`src/rtl/vga_sprite_overlay_if.sv`:
```
// Video stream bundle for the sprite overlay.
// Inputs come from the palette lookup and sync generator.
// Outputs go to the VGA DAC pins.
// There is no flow control: every signal is valid on every pixel clock.
interface vga_sprite_overlay_if;
  logic        iBLANK_n;
  logic        iHS;
  logic        iVS;
  logic [23:0] bgr_in;
  logic        oBLANK_n;
  logic        oHS;
  logic        oVS;
  logic [23:0] bgr_out;

  // Upstream side: the source that drives the raw video stream.
  modport master (
    output iBLANK_n, iHS, iVS, bgr_in,
    input  oBLANK_n, oHS, oVS, bgr_out
  );

  // Overlay side: takes in the raw stream and returns the composited stream.
  modport slave (
    input  iBLANK_n, iHS, iVS, bgr_in,
    output oBLANK_n, oHS, oVS, bgr_out
  );
endinterface

```
`src/rtl/vga_sprite_overlay.sv`:
```
// Keyboard-driven solid-colour sprite overlay for the VGA pipeline.
// Key commands are held pending and applied once per frame, on the
// vertical sync fall, so the sprite never tears.
//
// Key strobe protocol: ps2_key_pressed is an asynchronous level strobe.
// Its rising edge, once synchronised, marks one byte on ps2_out. ps2_out
// is stable while the strobe is high and for at least 3 clocks after its
// rising edge. There is no ready signal: a new byte overwrites the pending
// command.
module vga_sprite_overlay #(
  parameter int          H_ACTIVE  = 640,
  parameter int          V_ACTIVE  = 480,
  parameter int          SPR_W     = 30,
  parameter int          SPR_H     = 30,
  parameter int          STEP      = 15,
  parameter int          INIT_X    = 340,
  parameter int          INIT_Y    = 200,
  parameter logic [23:0] SPR_COLOR = 24'hFF0000
) (
  input  logic                 iVGA_CLK,
  input  logic                 iRST_n,
  vga_sprite_overlay_if.slave  vid,
  input  logic                 ps2_key_pressed,
  input  logic [7:0]           ps2_out,
  output logic [15:0]          pos_x,
  output logic [15:0]          pos_y,
  output logic                 sprite_on,
  output logic                 dbg_brk_o
);
  localparam logic [15:0] X_LAST  = 16'(H_ACTIVE - 1);
  localparam logic [15:0] Y_LAST  = 16'(V_ACTIVE - 1);
  localparam logic [16:0] X_MAX   = 17'(H_ACTIVE - SPR_W);
  localparam logic [16:0] Y_MAX   = 17'(V_ACTIVE - SPR_H);
  localparam logic [16:0] SPR_W17 = 17'(SPR_W);
  localparam logic [16:0] SPR_H17 = 17'(SPR_H);
  localparam logic [16:0] STEP17  = 17'(STEP);
  localparam logic [15:0] STEP16  = 16'(STEP);

  typedef enum logic [2:0] {
    CMD_NONE, CMD_LEFT, CMD_RIGHT, CMD_UP, CMD_DOWN, CMD_TOGGLE, CMD_CENTER
  } cmd_e;

  typedef enum logic {KEY_IDLE, KEY_BRK} key_state_e;

  logic [15:0] x_cnt_q, x_cnt_d, y_cnt_q, y_cnt_d;
  logic [15:0] pos_x_q, pos_x_d, pos_y_q, pos_y_d;
  logic        on_q, on_d;
  cmd_e        cmd_q, cmd_d, code_cmd;
  key_state_e  key_state_q, key_state_d;
  logic [1:0]  sync_q;
  logic        prev_q;
  logic        blank_q, hs_q, vs_q;
  logic [23:0] bgr_q;
  logic        key_edge, key_accept, commit, in_spr;
  logic [16:0] x17, y17, px17, py17, sum_x, sum_y;

  assign key_edge = sync_q[1] & ~prev_q;
  assign commit   = vs_q & ~vid.iVS;

  assign x17   = {1'b0, x_cnt_q};
  assign y17   = {1'b0, y_cnt_q};
  assign px17  = {1'b0, pos_x_q};
  assign py17  = {1'b0, pos_y_q};
  assign sum_x = px17 + STEP17;
  assign sum_y = py17 + STEP17;

  assign in_spr = on_q && (x17 >= px17) && (x17 < px17 + SPR_W17)
                       && (y17 >= py17) && (y17 < py17 + SPR_H17);

  // Synchronise the key strobe and remember its last value for edge detection.
  always_ff @(posedge iVGA_CLK or negedge iRST_n) begin
    if (!iRST_n) begin
      sync_q <= 2'b00;
      prev_q <= 1'b0;
    end else begin
      sync_q <= {sync_q[0], ps2_key_pressed};
      prev_q <= sync_q[1];
    end
  end

  // Key FSM state register.
  always_ff @(posedge iVGA_CLK or negedge iRST_n) begin
    if (!iRST_n) key_state_q <= KEY_IDLE;
    else         key_state_q <= key_state_d;
  end

  // Key FSM next state: an F0 arms break mode, which swallows the next byte.
  always_comb begin
    key_state_d = key_state_q;
    if (key_edge) begin
      case (key_state_q)
        KEY_IDLE: if (ps2_out == 8'hF0) key_state_d = KEY_BRK;
        KEY_BRK:  key_state_d = KEY_IDLE;
        default:  key_state_d = KEY_IDLE;
      endcase
    end
  end

  // Key FSM outputs: accept a make code only outside break mode.
  always_comb begin
    key_accept = key_edge && (key_state_q == KEY_IDLE) && (ps2_out != 8'hF0);
    dbg_brk_o  = (key_state_q == KEY_BRK);
  end

  // Map scan codes to commands; unknown codes map to NONE and are dropped.
  always_comb begin
    case (ps2_out)
      8'h1C:   code_cmd = CMD_LEFT;
      8'h23:   code_cmd = CMD_RIGHT;
      8'h1D:   code_cmd = CMD_UP;
      8'h1B:   code_cmd = CMD_DOWN;
      8'h29:   code_cmd = CMD_TOGGLE;
      8'h2D:   code_cmd = CMD_CENTER;
      default: code_cmd = CMD_NONE;
    endcase
  end

  // Pending command: a fresh key wins over the commit clear.
  // A key landing on the commit cycle therefore waits for the next frame.
  always_comb begin
    cmd_d = cmd_q;
    if (commit) cmd_d = CMD_NONE;
    if (key_accept && (code_cmd != CMD_NONE)) cmd_d = code_cmd;
  end

  // Apply the pending command at the frame boundary, clamped to the screen.
  always_comb begin
    pos_x_d = pos_x_q;
    pos_y_d = pos_y_q;
    on_d    = on_q;
    if (commit) begin
      case (cmd_q)
        CMD_LEFT:   pos_x_d = (pos_x_q < STEP16) ? 16'd0 : pos_x_q - STEP16;
        CMD_RIGHT:  pos_x_d = (sum_x > X_MAX) ? X_MAX[15:0] : sum_x[15:0];
        CMD_UP:     pos_y_d = (pos_y_q < STEP16) ? 16'd0 : pos_y_q - STEP16;
        CMD_DOWN:   pos_y_d = (sum_y > Y_MAX) ? Y_MAX[15:0] : sum_y[15:0];
        CMD_TOGGLE: on_d    = ~on_q;
        CMD_CENTER: begin
          pos_x_d = 16'(INIT_X);
          pos_y_d = 16'(INIT_Y);
        end
        default: ;
      endcase
    end
  end

  // Pixel counters: clear on frame start, count active pixels, y saturates.
  always_comb begin
    x_cnt_d = x_cnt_q;
    y_cnt_d = y_cnt_q;
    if (!vid.iHS && !vid.iVS) begin
      x_cnt_d = 16'd0;
      y_cnt_d = 16'd0;
    end else if (vid.iBLANK_n) begin
      if (x_cnt_q == X_LAST) begin
        x_cnt_d = 16'd0;
        if (y_cnt_q != Y_LAST) y_cnt_d = y_cnt_q + 16'd1;
      end else begin
        x_cnt_d = x_cnt_q + 16'd1;
      end
    end
  end

  // Control state: counters, pending command, committed position.
  always_ff @(posedge iVGA_CLK or negedge iRST_n) begin
    if (!iRST_n) begin
      x_cnt_q <= 16'd0;
      y_cnt_q <= 16'd0;
      cmd_q   <= CMD_NONE;
      pos_x_q <= 16'(INIT_X);
      pos_y_q <= 16'(INIT_Y);
      on_q    <= 1'b1;
    end else begin
      x_cnt_q <= x_cnt_d;
      y_cnt_q <= y_cnt_d;
      cmd_q   <= cmd_d;
      pos_x_q <= pos_x_d;
      pos_y_q <= pos_y_d;
      on_q    <= on_d;
    end
  end

  // One-cycle output stage that keeps syncs and composited pixel aligned.
  always_ff @(posedge iVGA_CLK or negedge iRST_n) begin
    if (!iRST_n) begin
      blank_q <= 1'b0;
      hs_q    <= 1'b1;
      vs_q    <= 1'b1;
      bgr_q   <= 24'd0;
    end else begin
      blank_q <= vid.iBLANK_n;
      hs_q    <= vid.iHS;
      vs_q    <= vid.iVS;
      bgr_q   <= !vid.iBLANK_n ? 24'd0 : (in_spr ? SPR_COLOR : vid.bgr_in);
    end
  end

  assign vid.oBLANK_n = blank_q;
  assign vid.oHS      = hs_q;
  assign vid.oVS      = vs_q;
  assign vid.bgr_out  = bgr_q;
  assign pos_x        = pos_x_q;
  assign pos_y        = pos_y_q;
  assign sprite_on    = on_q;
endmodule

```
`src/flat_wrapper.sv`:
```
// flat-port wrapper written by rule: the top's interface ports become plain ports
module vga_sprite_overlay_flat 
#(
  parameter int          H_ACTIVE  = 640,
  parameter int          V_ACTIVE  = 480,
  parameter int          SPR_W     = 30,
  parameter int          SPR_H     = 30,
  parameter int          STEP      = 15,
  parameter int          INIT_X    = 340,
  parameter int          INIT_Y    = 200,
  parameter logic [23:0] SPR_COLOR = 24'hFF0000
)
  (iVGA_CLK, iRST_n, ps2_key_pressed, ps2_out, pos_x, pos_y, sprite_on, dbg_brk_o, vid_iBLANK_n, vid_iHS, vid_iVS, vid_bgr_in, vid_oBLANK_n, vid_oHS, vid_oVS, vid_bgr_out);
  vga_sprite_overlay_if vid_i ();
  input  logic iVGA_CLK;
  input  logic iRST_n;
  input  logic ps2_key_pressed;
  input  logic [7:0] ps2_out;
  output logic [15:0] pos_x;
  output logic [15:0] pos_y;
  output logic sprite_on;
  output logic dbg_brk_o;
  input wire logic [$bits(vid_i.iBLANK_n)-1:0] vid_iBLANK_n;
  input wire logic [$bits(vid_i.iHS)-1:0] vid_iHS;
  input wire logic [$bits(vid_i.iVS)-1:0] vid_iVS;
  input wire logic [$bits(vid_i.bgr_in)-1:0] vid_bgr_in;
  output wire logic [$bits(vid_i.oBLANK_n)-1:0] vid_oBLANK_n;
  output wire logic [$bits(vid_i.oHS)-1:0] vid_oHS;
  output wire logic [$bits(vid_i.oVS)-1:0] vid_oVS;
  output wire logic [$bits(vid_i.bgr_out)-1:0] vid_bgr_out;
  assign vid_i.iBLANK_n = vid_iBLANK_n;
  assign vid_i.iHS = vid_iHS;
  assign vid_i.iVS = vid_iVS;
  assign vid_i.bgr_in = vid_bgr_in;
  assign vid_oBLANK_n = vid_i.oBLANK_n;
  assign vid_oHS = vid_i.oHS;
  assign vid_oVS = vid_i.oVS;
  assign vid_bgr_out = vid_i.bgr_out;
  vga_sprite_overlay #(.H_ACTIVE(H_ACTIVE), .V_ACTIVE(V_ACTIVE), .SPR_W(SPR_W), .SPR_H(SPR_H), .STEP(STEP), .INIT_X(INIT_X), .INIT_Y(INIT_Y), .SPR_COLOR(SPR_COLOR)) u_core (.iVGA_CLK(iVGA_CLK), .iRST_n(iRST_n), .vid(vid_i), .ps2_key_pressed(ps2_key_pressed), .ps2_out(ps2_out), .pos_x(pos_x), .pos_y(pos_y), .sprite_on(sprite_on), .dbg_brk_o(dbg_brk_o));
endmodule
```
`config.mk`:
```
export PLATFORM = sky130hd
export DESIGN_NAME = vga_sprite_overlay_flat
export DESIGN_NICKNAME = d
export VERILOG_FILES = /design/src/rtl/vga_sprite_overlay_if.sv /design/src/rtl/vga_sprite_overlay.sv /design/src/flat_wrapper.sv
export SDC_FILE = /design/constraint.sdc
export NUM_CORES = 1
export LEC_CHECK = 0
export ABC_CLOCK_PERIOD_IN_PS = 5600
export CAP_MARGIN = 40
export CELL_PAD_IN_SITES_DETAIL_PLACEMENT = 2
export CELL_PAD_IN_SITES_GLOBAL_PLACEMENT = 2
export CORE_ASPECT_RATIO = 0.5
export CORE_MARGIN = 1.5
export CORE_UTILIZATION = 25
export CTS_BUF_LIST = sky130_fd_sc_hd__clkbuf_4 sky130_fd_sc_hd__clkbuf_8 sky130_fd_sc_hd__clkbuf_16
export CTS_CLUSTER_SIZE = 16
export DETAILED_ROUTE_END_ITERATION = 8
export GPL_TIMING_DRIVEN = 0
export PLACE_DENSITY_LB_ADDON = 0.1
export SLEW_MARGIN = 20
export SYNTH_ARGS = -nofsm -noshare
export SYNTH_HDL_FRONTEND = slang
export SYNTH_SLANG_ARGS = --single-unit
```
`constraint.sdc`:
```
create_clock -name iVGA_CLK -period 5.6 [get_ports iVGA_CLK]
set_clock_uncertainty 0.15 [all_clocks]
set_input_delay 1.12 -clock iVGA_CLK [delete_from_list [all_inputs] [get_ports iVGA_CLK]]
set_output_delay 1.12 -clock iVGA_CLK [all_outputs]
set_load 0.05 [all_outputs]
```
==> results.md <==
- Syn_nets: 973
- Global route overflow: 0
- Worst Hold Class: flip-flop to flip-flop
- Post-Place Cell Area: 9130 um2
- Avg Inst Size Synth: 8.86 um2
- Max_slew headroom: 46.2%
- Fin crit period: 4.73 ns
- DR vias/cell: 5.14
- Setup CP Type: flip-flop to flip-flop
- Slew Viols, Final: 0
- Leading area contributor after synthesis: dfrtp_1
- CTS clk-pin slew, worst paths: 0.07 ns
- Initial antenna violation count: 1
- Number of enable flip-flop cells after synthesis: 0
- Max clock buf depth: 2
- PD cells: 319 nW/um2
- Vias in the first global route: 7735
- Initial Util: 25.9%
- CTS tree: done
- Max Clk Rate: 211 MHz
- Worst Path Max Fanout: 10
- Nets: 1085
- Fin crit share: 84.5%
- PortBufs: 98
- Yosys cell types: 89
- Max-cap viol count: 0
- CTS sink cnt: 99
- Drt drc: 0
- Area Growth Syn to Fin: 23.5%
- Mapped cell area: 7620 um2
- Worst IR Drop VDD: 0.164 mV
- Part of the Yosys area used for sequential elements: 32.7%
- Seq. cell area: 2490 um2
- Cell count after synthesis: 860
- Routed Antenna Nets: 0
- Area of the core: 29500 um2
- # diodes: 0
- Synth Flop Type: dfrtp_1
- Post-route cell area: 9410 um2
- DR iter-0 viols: 282
- First-pass GRT wire length: 44.0 mm
- Area of the multi-input gates: 4750 um2
- Die height: 126 um
- Required @ worst endpoint: 5.71 ns
- # resized after CTS: 0
- CTS buffer count: 9
- Post-DR wirelength/cell: 19.7 um
- Via count: 7031
- Largest net degree at the start of global routing: 66
- Clock root cell: clkbuf_16
- # hold bufs at CTS: 0
- RSZ-0062 raised after global routing: false
- Pleak: 3.89 nW
- Final hold vios: 0
- Worst skew pair latency: 0.37 ns
- Total track usage: 17.6%
- Share of layout cells above drive strength 1: 8.39%
- Htree depth: 3
- Row count: 44
- Status: finished, final reports clean
- Setup crit end kind: flip-flop
- Type of origin of the critical path: flip-flop
- Top cells by area in the synthesized netlist: dfrtp_1 (29%), ha_1 (12%), xnor2_1 (4.9%), o21ai_0 (3.8%), nor2_1 (3.6%)
- Total Die Area: 31600 um2
- Post-synth ARST share: 100%
- Post-synth top area share: 29.2%
- Drt first pass iters: 4
- WP data arrival: 4.85 ns
- Ports: 99
- Layout Utilization: 31.9%
- Final HPWL DP: 21.4 mm
- Total Wirelength: 26.9 mm
- FILL cells: 3326
- Yosys warning total: 0
- Worst Tran Pin Value: 0.801 ns
- GP Congestion: 0.846
- # setup viols final: 0
- Die width: 250 um
- Flops & latches, synth: 99
- Setup bufs post-CTS: 0
==> placed cells by master, fill, tap and decap left out, types with 5 or more instances in the layout <==
cell             count
a211o_1              8
a21o_1              11
a21oi_1             39
a31oi_1             18
a41oi_1              6
and2_1              17
and3_1              12
and4_1               5
buf_2               17
clkbuf_1            14
clkbuf_16            9
clkdlybuf4s50_1     97
dfrtp_1             89
dfstp_2             10
ha_1                75
inv_1               40
nand2_1             71
nand2b_1             9
nand3_1             24
nand4_1             18
nor2_1              74
nor2b_1              7
nor3_1              19
nor4_1               9
nor4b_1              5
o21a_1               9
o21ai_0             58
o21ai_1             12
o31ai_1              8
o41ai_1              7
or3_1                9
xnor2_1             43
xor2_1              19
==> worst max-delay path: stages, from the launching register on <==
cell and delay, ns:
dfrtp_1 0.55, inv_1 0.19, ha_1 0.30, and3_1 0.23, or2_2 0.37, nor4_1 0.43
nand3_1 0.15, xnor2_1 0.16, ha_1 0.19, a2111oi_0 0.53, o211ai_1 0.18, o21ai_1 0.38
a41oi_2 0.34, buf_2 0.30, and2_1 0.17
==> through the flow <==
| step | cells | total power [W] | setup WS [ns] | hold WS (ns) | setup TNS [ns] |
|---|---|---|---|---|---|
| after detailed placement | 1352 | 0.00241 | 0.844 | 0.189 | 0 |
| after floorplan | 860 | 0.00192 | 1.60 | 0.181 | 0 |
| after global routing | 1368 | 0.00323 | 0.480 | 0.223 | 0 |
| after CTS | 1368 | 0.00306 | 0.832 | 0.207 | 0 |
| after global placement | 1349 | 0.00237 | -1.09 | 0.185 | -95.20 |
| final | 1368 | 0.00300 | 0.866 | 0.203 | 0 |
==> flip-flops by register name, indices dropped and copies added (netlist names), 2 cells and up <==
name / flops
u_core.y_cnt_q: 16
u_core.sync_q: 2
u_core.pos_y: 16
u_core.cmd_q: 3
u_core.pos_x: 16
u_core.vid.bgr_out: 24
u_core.x_cnt_q: 16
==> layout make-up <==
type                    instances  area share, %
plain buffers                  37           2.27
flip-flops and latches         99           26.5
inverters                      42           1.68
multi-input cells             682           50.5
well taps                     391           5.20
repair buffers                101           10.9
clock buffers                   9           2.39
clock inverters                 7          0.572
==> layer usage <==
layer  part of all wire [%]  global-route usage [%]
met1                     50                    24.3
met2                     47                    29.0
met3                    2.6                    3.14
met5                      0                       0
met4                   0.98                    3.59
==> power by group <==
group          switching, W  internal (W)
registers          0.000110      0.000796
logic              0.000937      0.000542
clock network      0.000312      0.000305
total               0.00136       0.00164
==> logic make-up (layout without fill, tap and decap cells) <==
kind of cell / Yosys count / in the layout / share of synthesized area (%)
adders and majority gates: 75 / 75 / 12.3
DFF: 99 / 99 / 32.7
and+or+nand+nor: 313 / 313 / 21.8
buffers and inverters: 79 / 196 / 4.88
xor gates and xnor gates: 63 / 63 / 7.34
AOI/OAI and AO/OA: 230 / 230 / 20.8
muxes: 1 / 1 / 0.131
==> final timing paths <==
kind                                                    to  cells past startpoint                   startpoint  slack, ns
max                        u_core.vid.bgr_out[7]$_DFF_PN0_                     14  u_core.pos_y[1]$_DFFE_PN0P_       0.87
min                             u_core.sync_q[1]$_DFF_PN0_                      0   u_core.sync_q[0]$_DFF_PN0_       0.20
max reg2reg                u_core.vid.bgr_out[7]$_DFF_PN0_                     14  u_core.pos_y[1]$_DFFE_PN0P_       0.87
min reg2reg                     u_core.sync_q[1]$_DFF_PN0_                      0   u_core.sync_q[0]$_DFF_PN0_       0.20
max in group asynchronous         u_core.vid.oHS$_DFF_PN1_                      2                       iRST_n       4.10
min in group asynchronous      u_core.pos_x[0]$_DFFE_PN0P_                      1                       iRST_n       0.48
==> cell usage after synthesis, drive strengths merged, types with 7 or more instances <==
library cell / number
xor2: 19
or3: 10
o31ai: 9
xnor2: 44
nand2b: 9
and3: 13
a21oi: 40
nand2: 73
a21o: 11
a41oi: 7
and2: 18
nand4: 19
o21ai: 71
a31oi: 18
ha: 75
o21a: 9
dfstp: 10
inv: 41
a211o: 8
nor4: 11
o41ai: 8
nor3: 21
clkbuf: 14
buf: 22
nor2: 74
nand3: 25
dfrtp: 89
nor2b: 7
Note: power is estimated with default switching activity, not from simulation.
